[src/rtl/vfpu_job_ctrl.sv]
// Job sequencer for the VFPU operand streamer: counts issued/retired operand pairs and
// bounds in-flight work. Optional cycle counter port enabled by VFPU_JOB_CTRL_PERF_CNT_EN.
module vfpu_job_ctrl #(
  parameter int LEN_WIDTH       = 16,
  parameter int OP_WIDTH        = 3,
  parameter int MAX_OUTSTANDING = 4
) (
  input  logic                 clk_i,
  input  logic                 rst_i,
  input  logic                 start_i,
  input  logic [LEN_WIDTH-1:0] len_i,
  input  logic [OP_WIDTH-1:0]  op_i,
  input  logic                 issue_fire_i,
  input  logic                 result_fire_i,
  output logic                 issue_en_o,
  output logic [OP_WIDTH-1:0]  op_o,
  output logic                 busy_o,
  output logic                 done_o,
  output logic                 error_o,
`ifdef VFPU_JOB_CTRL_PERF_CNT_EN
  output logic [31:0]          cycles_o,
`endif
  output logic [1:0]           state_o
);

  typedef enum logic [1:0] {
    S_IDLE  = 2'd0,
    S_RUN   = 2'd1,
    S_DRAIN = 2'd2,
    S_DONE  = 2'd3
  } state_e;

  state_e state_q, state_d;

  logic [LEN_WIDTH-1:0] len_q, len_d;
  logic [LEN_WIDTH-1:0] issued_q, issued_d;
  logic [LEN_WIDTH-1:0] retired_q, retired_d;
  logic [OP_WIDTH-1:0]  op_q, op_d;
  logic                 error_q, error_d;

  logic [LEN_WIDTH-1:0] outstanding;
  logic                 start_acc;
  logic                 issue_en;
  logic                 issue_cnt;
  logic                 result_ok;
  logic                 result_cnt;
  logic                 proto_err;

  // Handshake: a fire input means the streamer completed a valid&ready transfer this cycle;
  // issue fires only count while issue_en_o is high, everything else is a protocol error.
  assign start_acc   = (state_q == S_IDLE) && start_i;
  assign outstanding = issued_q - retired_q;
  assign issue_en    = (state_q == S_RUN) && (issued_q < len_q) &&
                       (32'(outstanding) < 32'(MAX_OUTSTANDING));
  assign issue_cnt   = issue_fire_i && issue_en;
  assign result_ok   = ((state_q == S_RUN) || (state_q == S_DRAIN)) && (retired_q < issued_q);
  assign result_cnt  = result_fire_i && result_ok;
  assign proto_err   = (issue_fire_i && !issue_en) || (result_fire_i && !result_ok);

  // FSM: state register
  always_ff @(posedge clk_i) begin
    if (rst_i) state_q <= S_IDLE;
    else       state_q <= state_d;
  end

  // FSM: next state, driven from registered counts so each phase change lands a cycle later
  always_comb begin
    state_d = state_q;
    case (state_q)
      S_IDLE: begin
        if (start_i) state_d = (len_i != '0) ? S_RUN : S_DONE;
      end
      S_RUN:   if (issued_q == len_q)  state_d = S_DRAIN;
      S_DRAIN: if (retired_q == len_q) state_d = S_DONE;
      S_DONE:  state_d = S_IDLE;
      default: state_d = S_IDLE;
    endcase
  end

  // FSM: outputs
  always_comb begin
    busy_o     = (state_q == S_RUN) || (state_q == S_DRAIN);
    done_o     = (state_q == S_DONE);
    issue_en_o = issue_en;
    state_o    = state_q;
  end

  always_comb begin
    len_d     = len_q;
    op_d      = op_q;
    issued_d  = issued_q;
    retired_d = retired_q;
    error_d   = error_q | proto_err;
    if (start_acc) begin
      len_d     = len_i;
      op_d      = op_i;
      issued_d  = '0;
      retired_d = '0;
      error_d   = proto_err;
    end else begin
      if (issue_cnt)  issued_d  = issued_q + 1'b1;
      if (result_cnt) retired_d = retired_q + 1'b1;
    end
  end

  always_ff @(posedge clk_i) begin
    if (rst_i) begin
      len_q     <= '0;
      op_q      <= '0;
      issued_q  <= '0;
      retired_q <= '0;
      error_q   <= 1'b0;
    end else begin
      len_q     <= len_d;
      op_q      <= op_d;
      issued_q  <= issued_d;
      retired_q <= retired_d;
      error_q   <= error_d;
    end
  end

  assign op_o    = op_q;
  assign error_o = error_q;

`ifdef VFPU_JOB_CTRL_PERF_CNT_EN
  logic [31:0] cycles_q, cycles_d;

  // Saturates rather than wraps so long jobs still report a usable lower bound
  always_comb begin
    cycles_d = cycles_q;
    if (start_acc)                               cycles_d = '0;
    else if (busy_o && (cycles_q != 32'hFFFF_FFFF)) cycles_d = cycles_q + 32'd1;
  end

  always_ff @(posedge clk_i) begin
    if (rst_i) cycles_q <= '0;
    else       cycles_q <= cycles_d;
  end

  assign cycles_o = cycles_q;
`endif

endmodule
[config.mk]
export PLATFORM = sky130hd
export DESIGN_NAME = vfpu_job_ctrl
export DESIGN_NICKNAME = d
export VERILOG_FILES = /design/src/rtl/vfpu_job_ctrl.sv
export SDC_FILE = /design/constraint.sdc
export NUM_CORES = 1
export LEC_CHECK = 0
export ABC_AREA = 1
export CORE_MARGIN = 1.5
export CORE_UTILIZATION = 55
export CTS_BUF_LIST = sky130_fd_sc_hd__clkbuf_4
export DETAILED_ROUTE_END_ITERATION = 7
export PLACE_DENSITY_LB_ADDON = 0.05
export SYNTH_ARGS = -nofsm -noshare
export SYNTH_HDL_FRONTEND = slang
export SYNTH_SLANG_ARGS = --single-unit
[constraint.sdc]
create_clock -name clk_i -period 2.5 [get_ports clk_i]
set_input_delay 0.5 -clock clk_i [delete_from_list [all_inputs] [get_ports clk_i]]
set_output_delay 0.5 -clock clk_i [all_outputs]
set_load 0.01 [all_outputs]
## Word level (Yosys, flattened, before mapping)

Cells that the tools add are included.

| storage, ports and cells | value |
|---|---|
| bits in latches | 0 |
| output and inout port bits | 9 |
| register bits | 54 |
| memories | 0 |
| logic and storage cells | 43 |
| ROM bits | 0 |
| memory bits (writable) | 0 |

| cells by class | value |
|---|---|
| add/subtract/negate cells | 3 |
| bitwise logic cells | 1 |
| multiply operators | 0 |
| shift-type cells | 0 |
| mux-type cells | 6 |
| order comparisons | 3 |
| eq/ne operators | 8 |
| reductions and logical operators | 16 |
| div/mod/pow operators | 0 |

Operator list:

| operator | number |
|---|---|
| $add A16 B1 Y16 const B | 2 |
| $eq A16 B16 Y1 | 2 |
| $lt A16 B16 Y1 | 2 |
| $lt A16 B3 Y1 const B | 1 |
| $reduce_bool A16 Y1 | 1 |
| $sub A16 B16 Y16 | 1 |
| $logic_and A1 B1 Y1 | 8 |
| $mux W2 | 4 |
| $pmux W2 S4 | 1 |
| $eq A2 B2 Y1 const B | 2 |
| $ne A2 B2 Y1 const B | 2 |
| $reduce_and A3 Y1 | 1 |
| $eq A2 B1 Y1 const B | 1 |
| $logic_not A1 Y1 | 2 |
| $logic_not A2 Y1 | 1 |
| $logic_or A1 B1 Y1 | 2 |
| $ne A2 B1 Y1 const B | 1 |
| $reduce_or A2 Y1 | 1 |
| $mux W1 | 1 |
| $or A1 B1 Y1 | 1 |

## Depth between registers and ports, before layout

Gate-level depths: netlist (run 1).

| logic depth | value |
|---|---|
| word-level depth | 8 |
| mapped depth | 20 |
| gate-level depth less buffers | 19 |

## Least setup slack after synthesis (run 1)

Ideal clock, no wire load.

| timing | value |
|---|---|
| path kind | register -> output |
| start | register retired_q[5] |
| end | output port issue_en_o |
| arrival time | 1.970 ns |
| data required time | 2.000 ns |
| stages on the path, launching flop included | 15 |
| path slack | 0.030 ns |
| cell sequence | dfxtp_1 > inv_1 > ha_1 > nand2_2 > inv_1 > a21oi_2 > nand2_1 > nand2_1 > nand2_1 > nand2_1 > nand2_1 > nor2_1 > nand2_2 > nor2_8 > buf_6 |

| on the way | value |
|---|---|
| word-level cells in the longest chain between the ends | 3 |

Ends and longest elaborated chain:

| element | RTL line | source |
|---|---|---|
| start: declaration | 37 | `logic [LEN_WIDTH-1:0] retired_q, retired_d;` |
| start signal: assignment | 117 | `retired_q <= retired_d;` |
| $sub A16 B16 Y16 | 52 | `assign outstanding = issued_q - retired_q;` |
| $lt A16 B3 Y1 | 54 | `(32'(outstanding) < 32'(MAX_OUTSTANDING));` |
| $logic_and A1 B1 Y1 | 53 | `assign issue_en = (state_q == S_RUN) && (issued_q < len_q) &&` |
| end: declaration | 15 | `output logic issue_en_o,` |

No other way between the ends.

## Worst setup path after layout (run 1)

| timing | value |
|---|---|
| start | register retired_q[6] |
| end | output port issue_en_o |

The elaborated chain is that of the path after synthesis.

==> flow_metrics.env, run 1 <==
export IMPL_slowest_stage="dfxtp_2"
export IMPL_dp_hpwl_um=11800
export IMPL_clk_path_buf_depth=2
export IMPL_insertion_delay_ns=0.42
export IMPL_peakVddDrop_uv=598
export IMPL_ys_seq_elements=54
export IMPL_drc_errors=0
export IMPL_pwr_density_cell_nw_per_um2=626
export IMPL_cts_buffers=5
export IMPL_startpoint_type="register"
export IMPL_rows=33
export IMPL_synth_edf_count=0
export IMPL_min_delay_path_class="register to register"
export IMPL_grt_pass1_wl_um=24500
export IMPL_worstMarginPinSlew_ns=0.585
export IMPL_synth_net_count=803
export IMPL_clock_sinks=54
export IMPL_clock_skew_ns=0.0354
export IMPL_ant_nets=0
export IMPL_seq_area_frac_synth_pct=23.7
export IMPL_path_cells="inv_2 > ha_4 > nand2_8 > inv_4 > nand2_1 > nand2_1 > nand2_1 > nand3_2 > nand2_1 > nand2_2 > nand2_1 > nor2_1 > nand2_2 > nor2_8 > buf_6"
export IMPL_critPathTopFamily="simple AND/OR/NAND/NOR gates"
export IMPL_finalCritPeriodShare_pct=115
export IMPL_slew_violations=0
export IMPL_max_slew_margin_pct=61.0
export IMPL_ioPinCount=33
export IMPL_switching_share_pct=46.7
export IMPL_critPathMaxStageDelay_ns=0.38
export IMPL_clkSlewWorstSetupHoldPaths_ns=0.19
export IMPL_crit_top_cell="nand2_1"
export IMPL_required_ns=2.00
export IMPL_first_iter_violations=327
export IMPL_htreeDepth=2
export IMPL_leakagePower_nw=3.19
export IMPL_drive_above_1_share_pct=35.2
export IMPL_postSynthCellCount=740
export IMPL_netlist_area_um2=4560
export IMPL_mostFrequentLayoutCells="nand2_1 (159), buf_4 (138), inv_1 (102), nor2_1 (63), a21oi_1 (46)"
export IMPL_area_growth_pct=48.0
export IMPL_grt_ovfl_total=0
export IMPL_cap_violations=0
export IMPL_fmax_mhz=348
export IMPL_vias=5563
export IMPL_clkPwrFrac_pct=10.1
export IMPL_antennaDiodeCount=0
export IMPL_post_synth_num_cell_types=35
export IMPL_grt_start_max_net_pins=36
export IMPL_cts_tree="yes"
export IMPL_synthArstFlopShare_pct=0
export IMPL_setup_viol=17
export IMPL_io_buffers=32
export IMPL_hold_violations=0
export IMPL_die_area_um2=8850
export IMPL_start_util_pct=56.1
export IMPL_routed_wire_length_per_instance_um=16.0
export IMPL_rrSetupSlack_ns=-0.12
export IMPL_layout_commonest_cell="nand2_1"
export IMPL_fin_area_um2=6750
export IMPL_wl_um=16200
export IMPL_grtUsageTotal_pct=35.7
export IMPL_fp_coreArea_um2=8130
export IMPL_min_period_ns=2.87
export IMPL_placed_area_um2=5880
export IMPL_dp_slack_ns=-0.424
export IMPL_status="complete, but fails checks"
export IMPL_routed_via_density=5.51
export IMPL_setup_ws_ns=-0.373
export IMPL_power_frac_seq_pct=24.7
export IMPL_antenna_found_initial=0
export IMPL_yosys_warnings=0
export IMPL_synth_main_ff_cell="dfxtp_1"
export IMPL_total_switching_power_w=0.00197
export IMPL_die_w_um=94.1
export IMPL_internal_power_w=0.00225
export IMPL_grt_pass1_vias=5305
export IMPL_clock_root_buffer="clkbuf_4"
export IMPL_avgSynthCellArea_um2=6.17
export IMPL_grt_setup_unrepaired="true"
export IMPL_fin_nets=967
export IMPL_failed_checks="negative setup slack"
export IMPL_power_frac_comb_pct=65.2
export IMPL_endpoint_kind="output pin"
export IMPL_gp_congestion=0.937
export IMPL_drt_pass1_iterations=5
export IMPL_crit_fanout=4
export IMPL_arrival_ns=2.37
export IMPL_cp_num_buf_inv=3
export IMPL_path_class="register to output pin"
export IMPL_fp_dieH_um=94.1
-- synth_stat cells (all sizes together) (2+ instances only) --
library cell,count,area share [%]
inv,123,10
nand2,211,18
nor2,80,7.4
and2,2,0.27
nor4,8,1.1
dfxtp,54,24
ha,39,11
nor3,16,1.8
nand4,24,3.3
a21oi,53,6.0
xor2,21,4.0
xnor2,3,0.58
nand3,52,6.4
and3,2,0.27
buf,5,0.96
o21ai,28,3.1
clkbuf,9,0.74
nand3b,3,0.49
-- power groups by stage --
stage | Combinational (W) | Sequential, W | Clock, W
floorplan | 0.00142 | 0.00107 | 0
global placement | 0.00228 | 0.00104 | 0
detailed placement | 0.00235 | 0.00105 | 0
CTS | 0.00252 | 0.00104 | 0.000419
global route | 0.00299 | 0.00105 | 0.000463
finish | 0.00275 | 0.00104 | 0.000428
-- path summary, 6_finish.rpt --
check                                                from                       end  depth (start not counted)
worst min-delay path                 op_o[1]$_SDFFE_PP0P_      op_o[1]$_SDFFE_PP0P_                          2
worst max-delay path            retired_q[6]$_SDFFE_PP0P_                issue_en_o                         15
worst min register to register       op_o[1]$_SDFFE_PP0P_      op_o[1]$_SDFFE_PP0P_                          2
worst max register to register  retired_q[6]$_SDFFE_PP0P_  issued_q[1]$_SDFFE_PP0P_                         18
-- layout make-up --
class                   instances  area [um2]
fillers                       540        1380
well taps                     105         131
repair buffers                171        1370
clock inverters                 3        20.0
flip-flops and latches         54        1140
multi-input cells             549        3590
inverters                     123         465
clock buffers                   5        37.5
-- logic make-up (layout without fill, tap and decap cells) --
logic type	after synthesis	in the layout	synth area share (%)
and+or+nand+nor	399	399	38.9
AOI/OAI and AO/OA	86	86	10.0
xor gates and xnor gates	24	24	4.61
adders and majority gates	39	39	10.7
muxes	1	1	0.247
buffers and inverters	137	302	11.8
DFF	54	54	23.7
-- layer usage --
| metal | vias to the layer above | track usage [%] | wire length (um) |
|---|---|---|---|
| li1 | 2702 | - | - |
| met1 | 2546 | 41.5 | 6500 |
| met2 | 236 | 63.7 | 7780 |
| met3 | 79 | 6.39 | 1110 |
| met4 | 0 | 15.2 | 820 |
| met5 | - | 0 | 0 |
-- tightest hold or removal path, cell delays in order, from the launching register on --
cell and delay [ns]:
dfxtp_1 0.34, nor2_1 0.09, nor2_1 0.05
-- repair_timing --
| action | CTS | global route |
|---|---|---|
| hold endpoints to repair | 0 | 0 |
| setup endpoints to repair | 19 | 32 |
| pin swaps | 24 | 37 |
| setup buffers | 9 | 4 |
| cloned | 0 | 0 |
| hold buffers | 0 | 0 |
| gates resized for setup | 96 | 94 |
-- stage by stage --
step	util, %	power [W]	hold WS [ns]	instances	TNS, ns
after global routing	83.0	0.00451	0.549	1010	-3.82
after CTS	78.5	0.00398	0.506	1006	-0.288
final	83.0	0.00422	0.504	1010	-1.29
after detailed placement	72.3	0.00341	0.483	989	-1.95
after floorplan	-	0.00249	0.461	740	0
after global placement	72.3	0.00332	0.464	989	-1.81
-- registers in the layout, indices dropped and copies added (netlist names) --
signal / cells
error_o: 1
state_o: 2
retired_q: 16
issued_q: 16
op_o: 3
len_q: 16
Note: power is estimated with default switching activity, not from simulation.
==> run 2, diff against run 1 <==
--- a/config.mk
+++ b/config.mk
@@ -6,11 +6,13 @@
 export NUM_CORES = 1
 export LEC_CHECK = 0
 export ABC_AREA = 1
+export ABC_CLOCK_PERIOD_IN_PS = 2500
 export CORE_MARGIN = 1.5
 export CORE_UTILIZATION = 55
 export CTS_BUF_LIST = sky130_fd_sc_hd__clkbuf_4
 export DETAILED_ROUTE_END_ITERATION = 7
 export PLACE_DENSITY_LB_ADDON = 0.05
+export SKIP_CTS_REPAIR_TIMING = 1
 export SYNTH_ARGS = -nofsm -noshare
 export SYNTH_HDL_FRONTEND = slang
 export SYNTH_SLANG_ARGS = --single-unit
==> flow_metrics.env, run 2 (same netlist as run 1, synthesis figures left out) <==
export IMPL_cap_violations=0
export IMPL_path_class="register to output pin"
export IMPL_layout_commonest_cell="nand2_1"
export IMPL_antennaDiodeCount=0
export IMPL_insertion_delay_ns=0.41
export IMPL_reg_top3="issued_q (16), len_q (16), retired_q (16)"
export IMPL_grt_setup_unrepaired="true"
export IMPL_ant_nets=0
export IMPL_r2r_start="retired_q[2]$_SDFFE_PP0P_"
export IMPL_leakagePower_nw=3.11
export IMPL_fp_coreArea_um2=8130
export IMPL_drc_errors=0
export IMPL_start_util_pct=56.1
export IMPL_min_to="op_o[0]$_SDFFE_PP0P_"
export IMPL_reg2regPathDepth=17
export IMPL_finalCritPeriodShare_pct=114
export IMPL_switching_share_pct=46.3
export IMPL_power_frac_seq_pct=24.8
export IMPL_fp_dieH_um=94.1
export IMPL_grtUsageTotal_pct=33.3
export IMPL_min_period_ns=2.86
export IMPL_cts_tree="yes"
export IMPL_routed_wire_length_per_instance_um=15.4
export IMPL_register_area_um2=1130
export IMPL_pwr_density_cell_nw_per_um2=638
export IMPL_vias=5461
export IMPL_fin_area_um2=6600
export IMPL_grt_start_max_net_pins=36
export IMPL_clock_sinks=54
export IMPL_internal_power_w=0.00226
export IMPL_crit_fanout=6
export IMPL_setup_ws_ns=-0.358
export IMPL_multi_input_area_um2=3480
export IMPL_clk_path_buf_depth=2
export IMPL_clkPwrFrac_pct=10.0
export IMPL_dp_hpwl_um=11800
export IMPL_gp_congestion=0.937
export IMPL_met2_length_um=7480
export IMPL_route_met3_wl_um=1150
export IMPL_total_switching_power_w=0.00195
export IMPL_mostFrequentLayoutCells="nand2_1 (167), buf_4 (134), inv_1 (107), nor2_1 (64), a21oi_1 (44)"
export IMPL_worstReg2RegEnd="issued_q[1]$_SDFFE_PP0P_"
export IMPL_hold_violations=0
export IMPL_wl_um=15500
export IMPL_rrSetupSlack_ns=-0.12
export IMPL_grt_pass1_vias=4944
export IMPL_worstSetupStartpoint="retired_q[2]$_SDFFE_PP0P_"
export IMPL_clock_skew_ns=0.0281
export IMPL_required_ns=2.00
export IMPL_area_growth_pct=44.6
export IMPL_drt_pass1_iterations=7
export IMPL_min_delay_path_class="register to register"
export IMPL_top_layer_used="met4"
export IMPL_clkSlewWorstSetupHoldPaths_ns=0.18
export IMPL_first_iter_violations=318
export IMPL_antenna_found_initial=0
export IMPL_holdWs_ns=0.504
export IMPL_clock_root_buffer="clkbuf_4"
export IMPL_setup_viol=17
export IMPL_fin_nets=962
export IMPL_met1_length_um=6240
export IMPL_startpoint_type="register"
export IMPL_ioPinCount=33
export IMPL_arrival_ns=2.36
export IMPL_die_area_um2=8850
export IMPL_die_w_um=94.1
export IMPL_grt_pass1_wl_um=22800
export IMPL_power_frac_comb_pct=65.2
export IMPL_hold_depth=2
export IMPL_peakVddDrop_uv=601
export IMPL_nFillCells=571
export IMPL_rows=33
export IMPL_grt_ovfl_total=0
export IMPL_endpoint_kind="output pin"
export IMPL_cts_buffers=5
export IMPL_htreeDepth=2
export IMPL_worstMarginPinSlew_ns=0.591
export IMPL_drive_above_1_share_pct=32.7
export IMPL_max_slew_margin_pct=60.2
export IMPL_hp_start="op_o[0]$_SDFFE_PP0P_"
export IMPL_failed_checks="negative setup slack"
export IMPL_fmax_mhz=350
export IMPL_io_buffers=32
export IMPL_slew_violations=0
export IMPL_routed_via_density=5.43
export IMPL_status="complete, but fails checks"
export IMPL_placed_area_um2=5880
## run 2: changes by cell type in the layout (fill, tap and decap cells not counted), sizes merged
| cell | before | now |
|---|---|---|
| buf | 140 | 135 |
| clkinv | 2 | 1 |
| inv | 123 | 124 |
## run 2: worst max-delay path, stage by stage, from the launching register on
cell,delay [ns]
dfxtp_2,0.37
inv_2,0.05
ha_4,0.27
nand2_2,0.08
nand2_2,0.07
inv_2,0.07
nand3b_1,0.10
nand2_2,0.13
nand2_1,0.07
nor2_1,0.10
nand3_1,0.10
nor2_2,0.16
nand3_4,0.12
nor2_8,0.14
buf_6,0.11
## run 2: final cells by class
class                      count  share of cell area (%)
inverter                     123                    7.04
clock buffer                   5                   0.569
clock inverter                 3                   0.303
multi-input combinational    549                    52.8
tap                          105                    1.99
sequential                    54                    17.1
timing repair buffer         166                    20.1
## run 2: metal layers
metal  global-route usage, %  vias up
li1                        -     2698
met1                    39.0     2492
met2                    57.0      217
met3                    8.82       54
met4                    13.9        0
met5                       0        -
## run 2: stage by stage
step                      setup slack (ns)  cells  total power, W  TNS [ns]  utilization [%]
after floorplan                     0.0304    740         0.00249         0                -
after global placement              -0.454    989         0.00332     -1.81             72.3
after detailed placement            -0.424    989         0.00341     -1.95             72.3
after CTS                           -0.935    997         0.00382     -3.67             73.0
after global routing                -0.515   1005         0.00452     -4.58             81.1
final                               -0.358   1005         0.00421     -1.06             81.1
## run 2: worst max-delay path by stage
stage | to | cells past startpoint
floorplan | issue_en_o | 14
global placement | issue_en_o | 13
detailed placement | issue_en_o | 16
CTS | issue_en_o | 13
global route | issue_en_o | 14
finish | issue_en_o | 14
## run 2: power groups by stage
stage | Clock [W] | Sequential [W] | Combinational, W
finish | 0.000421 | 0.00104 | 0.00274
global route | 0.000463 | 0.00106 | 0.00300
CTS | 0.000419 | 0.00103 | 0.00236
detailed placement | 0 | 0.00105 | 0.00235
global placement | 0 | 0.00104 | 0.00228
floorplan | 0 | 0.00107 | 0.00142
